### config.mk
export PLATFORM = sky130hd
export DESIGN_NAME = drive_head_pos
export DESIGN_NICKNAME = d
export VERILOG_FILES = /design/src/rtl/drive_head_pos.sv
export SDC_FILE = /design/constraint.sdc
export NUM_CORES = 1
export LEC_CHECK = 0
export BUFFER_PORTS_ARGS = -buffer_cell sky130_fd_sc_hd__buf_2
export CAP_MARGIN = 0
export CORE_ASPECT_RATIO = 0.8
export CORE_MARGIN = 2
export CORE_UTILIZATION = 45
export DETAILED_ROUTE_END_ITERATION = 8
export PLACE_DENSITY = 0.68
export SYNTH_ARGS = -nofsm -noshare
export SYNTH_HDL_FRONTEND = slang
export SYNTH_SLANG_ARGS = --single-unit
### constraint.sdc
create_clock -name clk -period 2.6 [get_ports clk]
set_input_delay 0.39 -clock clk [delete_from_list [all_inputs] [get_ports clk]]
set_output_delay 0.39 -clock clk [all_outputs]
set_load 0.005 [all_outputs]
### src/rtl/drive_head_pos.sv
// Floppy head positioner: stepper phase decode, clamped half-track position,
// dirty-track save requests and disk-change write-protect toggle. Optional head-bump pulse under DRIVE_HEAD_BUMP_EN.
module drive_head_pos #(
  parameter int HT_W        = 7,
  parameter int HT_MIN      = 1,
  parameter int HT_MAX      = 68,
  parameter int HT_RESET    = 36,
  parameter int CHG_W       = 24,
  parameter int CHG_TIMEOUT = 15000000
) (
  input  logic            clk,
  input  logic            reset,
  input  logic [1:0]      stp,
  input  logic            mtr,
  input  logic            side,
  input  logic            buff_we,
  input  logic            disk_change,
  input  logic            disk_readonly,
  input  logic            save_ack,
  output logic [HT_W-1:0] half_track,
  output logic [HT_W-2:0] track,
  output logic            save_req,
  output logic [HT_W-2:0] save_track,
  output logic            save_side,
  output logic            save_ovf,
  output logic            wps_n,
  output logic            tr00_sense_n,
  output logic            bump
);
  localparam logic [HT_W-1:0]  HT_MIN_V = HT_W'(HT_MIN);
  localparam logic [HT_W-1:0]  HT_MAX_V = HT_W'(HT_MAX);
  localparam logic [HT_W-1:0]  HT_RST_V = HT_W'(HT_RESET);
  localparam logic [CHG_W-1:0] CHG_V    = CHG_W'(CHG_TIMEOUT);

  typedef enum logic {IDLE, PEND} save_state_t;

  save_state_t state, state_n;
  logic [1:0]      stp_r;
  logic            side_r, mtr_r, dc_r, dirty;
  logic            up, dn, trigger, capture, dc_rise;
  logic            up_q, dn_q;
  logic            q_valid, q_side;
  logic [HT_W-2:0] q_track;
  logic            ld_cap, ld_q, q_fill, q_take, ovf_set;
  logic [CHG_W-1:0] timer;
  logic            ch_state, readonly;

  always_comb begin
    up      = mtr && (stp == stp_r + 2'd1);
    dn      = mtr && (stp == stp_r - 2'd1);
    trigger = up || dn || (mtr_r && !mtr) || (side != side_r);
    // a write landing in the trigger cycle still belongs to the old track
    capture = trigger && (dirty || buff_we) && !disk_change;
    dc_rise = disk_change && !dc_r;
  end

  // step decision is registered first, so the position moves one edge after sampling
  always_ff @(posedge clk) begin
    stp_r  <= stp;
    side_r <= side;
    mtr_r  <= mtr;
    if (reset) begin
      up_q       <= 1'b0;
      dn_q       <= 1'b0;
      half_track <= HT_RST_V;
      track      <= HT_RST_V[HT_W-1:1];
      dc_r       <= 1'b0;
      dirty      <= 1'b0;
    end else begin
      up_q <= up;
      dn_q <= dn;
      if (up_q && half_track < HT_MAX_V)
        half_track <= half_track + HT_W'(1);
      else if (dn_q && half_track > HT_MIN_V)
        half_track <= half_track - HT_W'(1);
      track <= half_track[HT_W-1:1];
      dc_r  <= disk_change;
      if (disk_change || capture) dirty <= 1'b0;
      else if (buff_we)           dirty <= 1'b1;
    end
  end

  always_comb begin
    state_n = state;
    ld_cap  = 1'b0;
    ld_q    = 1'b0;
    q_fill  = 1'b0;
    q_take  = 1'b0;
    ovf_set = 1'b0;
    case (state)
      IDLE: if (capture) begin
        state_n = PEND;
        ld_cap  = 1'b1;
      end
      PEND: begin
        if (save_ack) begin
          if (q_valid) begin
            ld_q   = 1'b1;
            q_take = 1'b1;
            q_fill = capture;
          end else if (capture) ld_cap = 1'b1;
          else state_n = IDLE;
        end else if (capture) begin
          if (!q_valid) q_fill  = 1'b1;
          else          ovf_set = 1'b1;
        end
      end
      default: state_n = IDLE;
    endcase
  end

  always_ff @(posedge clk) begin
    if (reset) begin
      state    <= IDLE;
      q_valid  <= 1'b0;
      save_ovf <= 1'b0;
    end else begin
      state <= state_n;
      if (q_fill)      q_valid <= 1'b1;
      else if (q_take) q_valid <= 1'b0;
      if (ovf_set) save_ovf <= 1'b1;
    end
  end

  always_ff @(posedge clk) begin
    if (ld_cap) begin
      save_track <= track;
      save_side  <= side_r;
    end else if (ld_q) begin
      save_track <= q_track;
      save_side  <= q_side;
    end
    if (q_fill) begin
      q_track <= track;
      q_side  <= side_r;
    end
  end

  assign save_req = (state == PEND) && !reset;

  always_ff @(posedge clk) begin
    if (reset) begin
      timer    <= '0;
      ch_state <= 1'b0;
    end else begin
      if (dc_rise)            timer <= CHG_V;
      else if (timer != '0)   timer <= timer - CHG_W'(1);
      ch_state <= (timer != '0);
    end
  end

  // readonly survives reset so the sense level stays tied to the mounted image
  always_ff @(posedge clk)
    if (dc_rise) readonly <= disk_readonly;

  assign wps_n        = ~readonly ^ ch_state;
  assign tr00_sense_n = |track;

`ifdef DRIVE_HEAD_BUMP_EN
  logic bump_r;
  always_ff @(posedge clk) begin
    if (reset) bump_r <= 1'b0;
    else       bump_r <= (dn_q && half_track == HT_MIN_V) || (up_q && half_track == HT_MAX_V);
  end
  assign bump = bump_r;
`else
  assign bump = 1'b0;
`endif
endmodule

Word-level counts from Yosys, hierarchy flattened:

Cells that the tools add are included.

* muxes and demuxes: 28
* bitwise logic cells: 3
* shift operators: 0
* eq/ne operators: 3
* divide/modulo/power cells: 0
* $add $sub $neg: 5
* multiply operators: 0
* reductions and logical operators: 26
* $lt $le $gt $ge: 2

Operators with widths (count)
* 2-to-1 mux 24 bit: 2
* nonzero test 24 bit: 1
* subtractor 24 x 1 -> 24 bit (second input constant): 1
* 2-to-1 mux 1 bit: 20
* 2-to-1 mux 7 bit: 2
* 2-to-1 mux 6 bit: 2
* logical AND 1 bit: 9
* nonzero test 2 bit: 4
* adder 7 x 1 -> 7 bit (second input constant): 1
* greater-than comparator 7 x 1 -> 1 bit (second input constant): 1
* < comparator 7 bit (second input constant): 1
* subtractor 7 x 1 -> 7 bit (second input constant): 1
* OR reduction 6 bit: 1
* logical OR 1 bit: 5
* equality test 2 bit: 2
* zero test 1 bit: 4
* case mux 1 bit (2 select lines): 2
* OR reduction 2 bit: 2
* adder 2 x 1 -> 2 bit (second input constant): 1
* NOT 1 bit: 2
* subtractor 2 x 1 -> 2 bit (second input constant): 1
* inequality test 1 bit: 1
* bitwise XOR 1 bit: 1

* logic and storage cells: 87
* memories: 0
* bits in read-only memories: 0
* RAM bits: 0
* register bits: 64
* bits in latches: 0

Depth between registers and ports, before layout:

Gate-level depths: netlist (run 1).

* word-level depth: 13
* gate-level depth with buffers: 8

Worst setup path before layout (run 1):

No wires, ideal clock.

* path type: input to register
* start: in stp[0]
* end: reg q_side, enable pin
* arrival time: 1.477 ns
* buffers on the path: 0
* path slack: 0.733 ns
* stages on the path: 3
* required time: 2.210 ns
* path through: xor2_1 a211oi_1 nor4_1

* word-level cells in the longest chain between the ends: 10
* elaborated cells between the ends (all ways): 13
* those cells by class: eq/ne: 2; mux: 4; reduce/logical: 7

Ends and longest elaborated chain
* start: declaration: RTL line 13 `input logic [1:0] stp,`
* equality test 2 bit, on equally long branches: RTL line 49, 50
* logical AND 1 bit, on equally long branches: RTL line 49, 50
* logical OR 1 bit * (3 in a row): RTL line 51 `trigger = up || dn || (mtr_r && !mtr) || (side != side_r);`
* logical AND 1 bit * (2 in a row): RTL line 53 `capture = trigger && (dirty || buff_we) && !disk_change;`
* 2-to-1 mux 1 bit, on equally long branches: RTL line 103, 97
* 2-to-1 mux 1 bit *: RTL line 96 `if (save_ack) begin`
* 2-to-1 mux 1 bit *: RTL line 90 `case (state)`
* net q_fill: RTL line 44 `logic ld_cap, ld_q, q_fill, q_take, ovf_set;`
* end signal: assignment: RTL line 135 `q_side <= side_r;`
* end: declaration: RTL line 42 `logic q_valid, q_side;`

Mark *: on every way through the listed nets, which the timed path passes. The rest lies on a longest branch.
A chain may end at the register's enable or synchronous reset.

Worst setup path after layout (run 1):

* start: reg half_track[3]
* end: reg half_track[5]

* word-level cells in the longest chain between the ends: 3
* elaborated cells between the ends (all ways): 9
* those cells by class: add/sub: 2; order compare: 2; mux: 2; reduce/logical: 3

Ends and longest elaborated chain
* start: declaration: RTL line 20 `output logic [HT_W-1:0] half_track,`
* start signal: assignment: RTL line 73 `half_track <= half_track + HT_W'(1);`
* start signal: assignment: RTL line 75 `half_track <= half_track - HT_W'(1);`
* subtractor 7 x 1 -> 7 bit, or another cell as far along: RTL line 75
* 2-to-1 mux 7 bit, or another cell as far along: RTL line 74 `else if (dn_q && half_track > HT_MIN_V)`
* 2-to-1 mux 7 bit / nonzero test 2 bit (equally long branches)

Parallel ways exist; a longest one is shown, timed or not. The select of a mux whose other input is x is not followed.

==> results.sh, run 1 <==
export IMPL_run_status="completed"
export IMPL_ys_seq_elements=64
export IMPL_detail_route_first_pass_iterations=4
export IMPL_chipWidth_um=93.33
export IMPL_diodes=0
export IMPL_dp_hpwl_mm=3.749
export IMPL_vias_per_cell=5.229
export IMPL_drive_above_1_share_pct=22.09
export IMPL_syn_area_mm2=0.002873
export IMPL_worstSetupEndpointType="register"
export IMPL_placeableCoreArea_mm2=0.006279
export IMPL_route_detailed_wl_per_inst_um=12.90
export IMPL_synthArstFlopShare_pct=0
export IMPL_layout_nets=336
export IMPL_syn_nets=298
export IMPL_worst_ir_drop_vdd_uv=269.4
export IMPL_skew_ns=0.009840
export IMPL_cp_data_required_time_ns=2.84
export IMPL_hold_vio_cnt_final=0
export IMPL_first_pass_grt_wire_length_mm=8.832
export IMPL_place_gp_congestion=0.8492
export IMPL_drc=0
export IMPL_timing_max_slew_rel_slack_pct=60.44
export IMPL_via_count_of_the_first_global_routing_pass=1868
export IMPL_buffer_ports_inserted=33
export IMPL_post_cts_setup_buffers=0
export IMPL_cts_reportedPaths_clkPinSlew_ns=0.07
export IMPL_post_synth_inst_count=283
export IMPL_max_clock_freq_ghz=0.5132
export IMPL_drt_iter0_drc=96
export IMPL_post_cts_resized=0
export IMPL_routed_wirelength_mm=5.290
export IMPL_grt_max_degree=25
export IMPL_clock_latency_ns=0.34
export IMPL_final_fill_count=588
export IMPL_vias=2144
export IMPL_syn_mean_instance_area_um2=10.15
export IMPL_worst_slew_pin_transition_ns=0.5899
export IMPL_cts_made_buffers=9
export IMPL_final_max_slew_viol_count=0
export IMPL_rows=26
export IMPL_setup_viol=0
export IMPL_finalCriticalPeriod_ns=1.949
export IMPL_globalRouteTotalUtil_pct=16.39
export IMPL_pin_count=35
export IMPL_synth_cell_type_count=53
export IMPL_cts_tree="built"
export IMPL_power_leakage_nw=1.229
export IMPL_antenna_violations_before_repair=0
export IMPL_clk_path_buf_depth=2
export IMPL_grt_setup_unrepaired="false"
export IMPL_die_area_mm2=0.007043
export IMPL_clkSinkCount=64
export IMPL_cts_root_buf="clkbuf_8"
export IMPL_drv_max_cap_violation_count=0
export IMPL_floorplan_die_height_um=75.47
export IMPL_period_share_pct=74.95
export IMPL_worst_hold_path_type="in2reg"
export IMPL_ctsHoldBuffers=0
export IMPL_critPathArrivalTime_ns=2.18
export IMPL_area_growth_synth_to_final_pct=15.46
export IMPL_count_of_antenna_violating_nets_left_after_detailed_routing=0
export IMPL_worstPathMaxFanout=10
export IMPL_synth_edf_count=15
export IMPL_total_power_mw=2.353
export IMPL_synth_seq_area_share_pct=49.83
export IMPL_synth_main_ff_cell="dfxtp_1"
export IMPL_final_setup_tns_ns=0
export IMPL_cellPowerDensity_mw_per_mm2=709.3
export IMPL_critical_path_class="reg2reg"
export IMPL_total_gr_overflow=0
export IMPL_clock_tree_htree_level_count=3
export IMPL_synth_warnings=0
export IMPL_critical_path_startpoint_type="register"
export IMPL_initial_utilization_pct=45.76
-- registers in the layout (all words and copies together) (netlist names), 2 cells and up --
name        count
stp_r           2
track           6
timer          24
half_track      7
q_track         6
save_track      6
-- worst max-delay path, stage by stage, from the launching register on --
cell and delay [ns]:
dfxtp_1 0.41, or4_4 0.58, o31ai_4 0.38, nand2_1 0.17, a21o_1 0.18, and2_1 0.13
-- cell families after synthesis --
group           after synthesis  synth area share, %
compound gates               49                11.59
xor+xnor                     28                8.537
fa+ha+maj                     5                2.178
buf+inv                      18                2.570
flops                        64                49.83
mux                           8                3.093
other cells                   1               0.1305
simple gates                110                22.08
-- layout make-up --
type / count / area (um2) / share of cell area (%)
repair buffers: 35 / 180.2 / 5.432
clock buffers: 9 / 123.9 / 3.734
well taps: 84 / 105.1 / 3.169
flip-flops and latches: 64 / 1431 / 43.15
clock inverters: 7 / 71.32 / 2.150
multi-input cells: 201 / 1368 / 41.23
inverters: 10 / 37.54 / 1.132
-- stage by stage --
step	instances	area [um2]	setup slack, ns	util [%]	hold WS (ns)
detailed placement	394	3122	0.5728	49.72	0.4738
global placement	394	3122	0.6054	49.72	0.4636
finish	410	3317	0.6513	52.83	0.1750
global route	410	3317	0.3887	52.83	0.1702
floorplan	283	2873	0.7327	-	0.4177
CTS	410	3317	0.6658	52.83	0.1604
-- per-layer routing --
metal  up-vias  GRT usage [%]  wire (um)
met3         7          5.440        244
met5         -              0          0
met2        43          24.46       2289
li1       1085              -          -
met4         0          6.373         68
met1      1009          22.26       2688
-- cells in the mapped netlist (4+ instances only) --
cell type / instances / area, um2
edfxtp_1: 15 / 450.4
xor2_1: 8 / 70.07
o21ai_0: 6 / 30.03
nor4_1: 9 / 56.30
a21oi_1: 22 / 110.1
nand3_1: 5 / 25.02
nand2b_1: 6 / 37.54
nand4_1: 4 / 25.02
xnor2_1: 20 / 175.2
nor2_1: 28 / 105.1
nor3_1: 11 / 55.05
clkbuf_1: 5 / 18.77
nand2_1: 11 / 41.29
dfxtp_1: 49 / 980.9
mux2_2: 7 / 78.83
and2_1: 5 / 31.28
inv_1: 10 / 37.54
ha_1: 5 / 62.56
nor2b_1: 8 / 50.05
or3_1: 5 / 31.28
-- path summary, 6_finish.rpt --
check,slack [ns],from,end,cells after the start
hold / removal,0.17,stp[1],stp_r[1],1
setup / recovery,0.65,half_track[3],half_track[5],5
hold reg to reg,0.48,save_ovf,save_ovf,2
setup reg to reg,0.65,half_track[3],half_track[5],5
-- power breakdown --
group          internal (mW)  switching (mW)
logic                  0.167           0.203
registers               1.08          0.0635
clock network          0.442           0.399
total                   1.69           0.665
-- layout by cell type (no fill, tap or decap), types with 3 or more instances in the layout --
cell type and n:
or2_2 3, nor4_1 9, ha_1 5, buf_2 33, o211ai_1 3, nand2b_1 6
or3_1 5, o21ai_0 6, and2_1 5, a21oi_1 22, nor3_1 11, clkbuf_8 9
nor2_1 28, edfxtp_1 15, nand3_1 5, nand2_1 11, xor2_1 8, dfxtp_1 49
inv_1 10, mux2_2 7, xnor2_1 20, nand4_1 4, nor2b_1 8
Power figures use the tool's default switching activity.
==> inputs of run 2 (changes only) <==
clock period = 1.8 ns   (was 2.6 ns; I/O delays follow)
==> run 2 against run 1 <==
  * Worst setup slack got worse by 0.63 ns
  * Final area increased by 11%
  * Clock skew decreased by 0.0014 ns
  * Die area unchanged
  * Fmax increased by 9.5%
  * Critical path depth increased by 1
  * First-iteration DRC count increased by 2.1%
  * Total power increased by 63%
  * Combinational power increased by 96%
  * Critical endpoint is now half_track[2]
==> results.sh, run 2 (synthesis results as in run 1) <==
export IMPL_initial_utilization_pct=45.76
export IMPL_p_sw_mw=1.002
export IMPL_relative_contribution_of_the_clock_network_to_total_power_pct=38.6
export IMPL_route_detailed_wl_per_inst_um=12.67
export IMPL_chipWidth_um=93.33
export IMPL_rows=26
export IMPL_critPathSlowestCell="o41ai_2"
export IMPL_largest_register_ffs=24
export IMPL_cts_root_buf="clkbuf_8"
export IMPL_final_setup_tns_ns=0
export IMPL_layout_cells_most_common="dfxtp_1"
export IMPL_path_buf_inv=1
export IMPL_clock_tree_htree_level_count=3
export IMPL_drc=0
export IMPL_grt_setup_unrepaired="true"
export IMPL_detailedPlace_worstSlack_ns=-0.006533
export IMPL_routedLengthMet1_mm=2.748
export IMPL_worstPathMaxFanout=4
export IMPL_seq_power_share_pct=42.5
export IMPL_worst_ir_drop_vdd_uv=402.2
export IMPL_antenna_violations_before_repair=0
export IMPL_met2_wirelength_mm=2.552
export IMPL_critical_path_class="reg2reg"
export IMPL_setup_viol=0
export IMPL_placeableCoreArea_mm2=0.006279
export IMPL_globalRouteTotalUtil_pct=17.31
export IMPL_drv_max_cap_violation_count=0
export IMPL_drive_above_1_share_pct=33.79
export IMPL_count_of_antenna_violating_nets_left_after_detailed_routing=0
export IMPL_final_fill_count=536
export IMPL_floorplan_die_height_um=75.47
export IMPL_largest_registers="timer (24), half_track (7)"
export IMPL_grt_max_degree=17
export IMPL_first_pass_grt_wire_length_mm=9.397
export IMPL_run_status="completed"
export IMPL_final_util_pct=58.85
export IMPL_diodes=0
export IMPL_final_setup_worst_slack_ns=0.01955
export IMPL_buffer_ports_inserted=33
export IMPL_layout_nets=374
export IMPL_post_place_cells=429
export IMPL_critical_path_startpoint_type="register"
export IMPL_clkSinkCount=64
export IMPL_total_gr_overflow=0
export IMPL_final_max_slew_viol_count=0
export IMPL_p_int_mw=2.843
export IMPL_cts_tree="built"
export IMPL_multiInputGateArea_mm2=0.001404
export IMPL_area_growth_synth_to_final_pct=28.61
export IMPL_clk_path_buf_depth=2
export IMPL_worstSetupEndpointType="register"
export IMPL_final_cells=448
export IMPL_timing_critical_path_max_delay_family="compound AO/OA/AOI/OAI gates"
export IMPL_swShare_pct=26.07
export IMPL_power_leakage_nw=1.445
export IMPL_vias=2272
export IMPL_critPathArrivalTime_ns=2.01
export IMPL_detail_route_first_pass_iterations=4
export IMPL_skew_ns=0.008409
export IMPL_power_combinational_fraction_pct=18.9
export IMPL_dp_hpwl_mm=4.089
export IMPL_timing_critical_path_slowest_cell_delay_ns=0.51
export IMPL_pin_count=35
export IMPL_routed_wirelength_mm=5.676
export IMPL_max_clock_freq_ghz=0.5617
export IMPL_finalCriticalPeriod_ns=1.780
export IMPL_cp_data_required_time_ns=2.03
export IMPL_drt_iter0_drc=98
export IMPL_vias_per_cell=5.071
export IMPL_register_area_mm2=0.001440
export IMPL_highest_layer_used_for_signal_routing="met4"
export IMPL_clock_latency_ns=0.34
export IMPL_die_area_mm2=0.007043
export IMPL_period_share_pct=98.91
export IMPL_place_gp_congestion=0.8597
export IMPL_met3_wirelength_um=313
export IMPL_ctsHoldBuffers=0
export IMPL_top_register="timer"
export IMPL_layout_common_cells="dfxtp_1 (44), buf_4 (40), buf_2 (33)"
export IMPL_cts_reportedPaths_clkPinSlew_ns=0.07
export IMPL_cts_made_buffers=9
export IMPL_hold_vio_cnt_final=0
export IMPL_worst_hold_path_type="in2reg"
export IMPL_via_count_of_the_first_global_routing_pass=2020
export IMPL_crit_path_cell_trace="o41ai_2 > buf_4 > and2_1 > o31ai_1 > xnor2_1 > nand2b_1"
export IMPL_cellPowerDensity_mw_per_mm2=1041
-- run 2: final cells by class --
type                       count  area share [%]
clock buffer                   9           3.353
clock inverter                 7           3.217
inverter                      10           1.016
multi-input combinational    201           38.00
sequential                    64           38.98
tap                           84           2.845
timing repair buffer          73           12.60
-- run 2: repair_timing --
item / CTS / global route
buffers inserted: 1 / 2
pin swaps: 3 / 8
endpoints found under the setup margin: 1 / 35
gates resized for setup: 4 / 13
-- run 2: power by group through the flow --
stage / combinational, mW / sequential (mW) / clock, mW
6_report: 0.726 / 1.64 / 1.48
5_1_grt: 0.808 / 1.65 / 1.58
4_1_cts: 0.695 / 1.63 / 1.52
3_5_place_dp: 0.687 / 1.66 / 0
3_3_place_gp: 0.676 / 1.66 / 0
2_1_floorplan: 0.433 / 1.67 / 0
-- run 2: routing by layer --
layer,vias to the layer above,global-route usage [%]
met4,0,6.373
met5,-,0
met1,1035,23.20
li1,1159,-
met3,5,5.143
met2,73,26.94
-- run 2: path summary, 6_finish.rpt --
check / start / to / slack [ns] / cells after the start
min: stp[1] / stp_r[1] / 0.06 / 1
max reg2reg: half_track[2] / half_track[2] / 0.02 / 6
max: half_track[2] / half_track[2] / 0.02 / 6
min reg2reg: save_ovf / save_ovf / 0.46 / 2
-- run 2: through the flow --
step	cell area, um2	hold WS [ns]	power [mW]
after floorplan	2879	0.2977	2.098
after global placement	3391	0.3997	2.335
after global routing	3695	0.04132	4.035
final	3695	0.05747	3.845
after CTS	3652	0.03795	3.842
after detailed placement	3391	0.3998	2.351
==> inputs of run 3 (changes only) <==
SETUP_SLACK_MARGIN = 0.5   (was default)
==> run 3 against run 2 <==
  * Via count increased by 9.4%
  * Hold slack got worse by 0.011 ns
  * Global-route usage increased by 2.7 points
  * Flip-flop and latch count unchanged
  * Clock power decreased by 26%
  * Final cell count increased by 3.6%
  * Sequential power increased by 2%
  * Non-clock buffer count increased by 15
  * First-iteration DRC count increased by 4.1%
  * Critical path depth increased by 1
  * Total power increased by 1.3%
  * Count of clock-buffer cells in the layout unchanged
  * Critical path type unchanged
  * Largest power group unchanged
==> results.sh, run 3 (synthesis results as in run 1) <==
export IMPL_final_max_slew_viol_count=0
export IMPL_clkSinkCount=64
export IMPL_buffer_ports_inserted=33
export IMPL_cp_data_required_time_ns=2.07
export IMPL_critPathSlowestCell="and4_4"
export IMPL_antenna_violations_before_repair=0
export IMPL_setup_viol=0
export IMPL_post_place_cells=420
export IMPL_die_area_mm2=0.007043
export IMPL_swShare_pct=32.89
export IMPL_relative_contribution_of_the_clock_network_to_total_power_pct=27.9
export IMPL_clock_latency_ns=0.35
export IMPL_crit_path_cell_trace="buf_4 > nor4_4 > buf_4 > and4_4 > nor3_4 > xnor2_1 > a21oi_1"
export IMPL_largest_register_ffs=24
export IMPL_p_sw_mw=1.281
export IMPL_final_util_pct=70.33
export IMPL_chipWidth_um=93.33
export IMPL_seq_power_share_pct=43.0
export IMPL_area_growth_synth_to_final_pct=53.70
export IMPL_detail_route_first_pass_iterations=4
export IMPL_globalRouteTotalUtil_pct=20.02
export IMPL_critical_path_class="reg2reg"
export IMPL_drv_max_cap_violation_count=0
export IMPL_power_combinational_fraction_pct=29.1
export IMPL_via_count_of_the_first_global_routing_pass=2307
export IMPL_routed_wirelength_mm=7.414
export IMPL_drive_above_1_share_pct=56.32
export IMPL_layout_cells_most_common="buf_4"
export IMPL_total_gr_overflow=0
export IMPL_layout_nets=390
export IMPL_floorplan_die_height_um=75.47
export IMPL_worstHoldStart="stp[1]"
export IMPL_pin_count=35
export IMPL_most_used_cell_along_the_critical_path="buf_4"
export IMPL_initial_utilization_pct=45.76
export IMPL_p_int_mw=2.614
export IMPL_cellPowerDensity_mw_per_mm2=882.1
export IMPL_placeableCoreArea_mm2=0.006279
export IMPL_reg2reg_slack_ns=0.0004
export IMPL_critical_path_startpoint_type="register"
export IMPL_run_status="completed"
export IMPL_worst_hold_depth=1
export IMPL_dp_hpwl_mm=4.136
export IMPL_cts_reportedPaths_clkPinSlew_ns=0.07
export IMPL_top_register="timer"
export IMPL_hold_path_end="stp_r[1]"
export IMPL_grt_setup_unrepaired="true"
export IMPL_first_pass_grt_wire_length_mm=10.81
export IMPL_drc=0
export IMPL_cts_root_buf="clkbuf_8"
export IMPL_skew_ns=0.004682
export IMPL_count_of_antenna_violating_nets_left_after_detailed_routing=0
export IMPL_timing_critical_path_slowest_cell_delay_ns=0.38
export IMPL_final_cells=464
export IMPL_worst_ir_drop_vdd_uv=405.5
export IMPL_clk_path_buf_depth=2
export IMPL_hold_vio_cnt_final=0
export IMPL_final_fill_count=415
export IMPL_regToRegStartpoint="timer[15]"
export IMPL_cts_tree="built"
export IMPL_cts_made_buffers=9
export IMPL_critPathArrivalTime_ns=2.07
export IMPL_total_power_mw=3.895
export IMPL_worstSetupEndpointType="register"
export IMPL_grt_max_degree=14
export IMPL_route_detailed_wl_per_inst_um=15.98
export IMPL_r2r_end="timer[18]"
export IMPL_rows=26
export IMPL_power_leakage_nw=1.654
export IMPL_worst_hold_path_type="in2reg"
export IMPL_clock_tree_htree_level_count=3
export IMPL_largest_registers="timer (24), half_track (7)"
export IMPL_finalCriticalPeriod_ns=1.800
export IMPL_max_clock_freq_ghz=0.5557
export IMPL_layout_common_cells="buf_4 (38), buf_2 (32), dfxtp_1 (27)"
export IMPL_worstPathMaxFanout=7
export IMPL_vias_per_cell=5.356
export IMPL_ctsHoldBuffers=0
export IMPL_vias=2485
export IMPL_diodes=0
export IMPL_place_gp_congestion=0.8618
export IMPL_drt_iter0_drc=102
export IMPL_reg2regPathDepth=7
export IMPL_period_share_pct=99.98
run 3: cell count changes in the layout (fill, tap and decap cells not counted), sizes merged:
cell      previous run  this run
clkinvlp             1         4
and4                 1         2
buf                 73        88
bufinv               3         0
run 3: worst max-delay path: cells and delay by family, from the launching register on:
| kind | cells | cell delay, ns |
|---|---|---|
| buffers and inverters | 2 | 0.34 |
| DFF | 1 | 0.32 |
| and+or+nand+nor | 3 | 0.76 |
| AOI/OAI and AO/OA | 1 | 0.17 |
| xor gates and xnor gates | 1 | 0.13 |
run 3: routing by layer:
layer / GRT usage (%) / share of wire, % / routed length (um) / vias to the layer above
met1: 24.73 / 44 / 3295 / 1207
met5: 0 / 0 / 0 / -
met4: 8.170 / 2.0 / 150 / 0
met2: 33.81 / 49 / 3661 / 57
li1: - / - / - / 1202
met3: 5.539 / 4.1 / 307 / 19
run 3: through the flow:
step / hold WS, ns / TNS (ns) / worst slack (ns) / instance area (um2)
after detailed placement: 0.4011 / 0 / 0.04235 / 3493
after floorplan: 0.2977 / 0 / 0.07998 / 3053
after global routing: 0.03977 / -0.4622 / -0.08157 / 4415
final: 0.04640 / 0 / 0.0004139 / 4415
after global placement: 0.3969 / 0 / 0.05287 / 3493
after CTS: 0.03115 / 0 / 0.05904 / 4088
run 3: power groups by stage:
stage	clock, mW	combinational [mW]	sequential, mW
3_5_place_dp	0	0.693	1.69
2_1_floorplan	0	0.503	1.68
4_1_cts	1.10	0.928	1.66
5_1_grt	1.16	1.21	1.69
3_3_place_gp	0	0.683	1.69
6_report	1.09	1.13	1.68
run 3: how the worst max path moves through the flow:
stage / slack [ns] / to / from
6_report: 0.0004 / timer[18] / timer[15]
5_1_grt: -0.08 / timer[18] / timer[15]
4_1_cts: 0.06 / timer[18] / timer[15]
3_5_place_dp: 0.04 / half_track[5] / half_track[2]
3_3_place_gp: 0.05 / half_track[5] / half_track[2]
2_1_floorplan: 0.08 / half_track[5] / half_track[2]
run 3: final cells by class:
class | instances | area (um2) | area share, %
multi-input cells | 202 | 1966 | 44.52
flip-flops and latches | 64 | 1476 | 33.44
repair buffers | 88 | 656.9 | 14.88
clock buffers | 9 | 123.9 | 2.805
well taps | 84 | 105.1 | 2.380
clock inverters | 7 | 47.55 | 1.077
inverters | 10 | 40.04 | 0.9068
run 3: repair_timing:
action / 4_1_cts / 5_1_grt
pin swaps: 27 / 44
endpoints found under the setup margin: 60 / 62
setup buffers: 21 / 6
endpoints found under the hold margin: 0 / 0
gates resized for setup: 63 / 57
gates cloned: 1 / 0
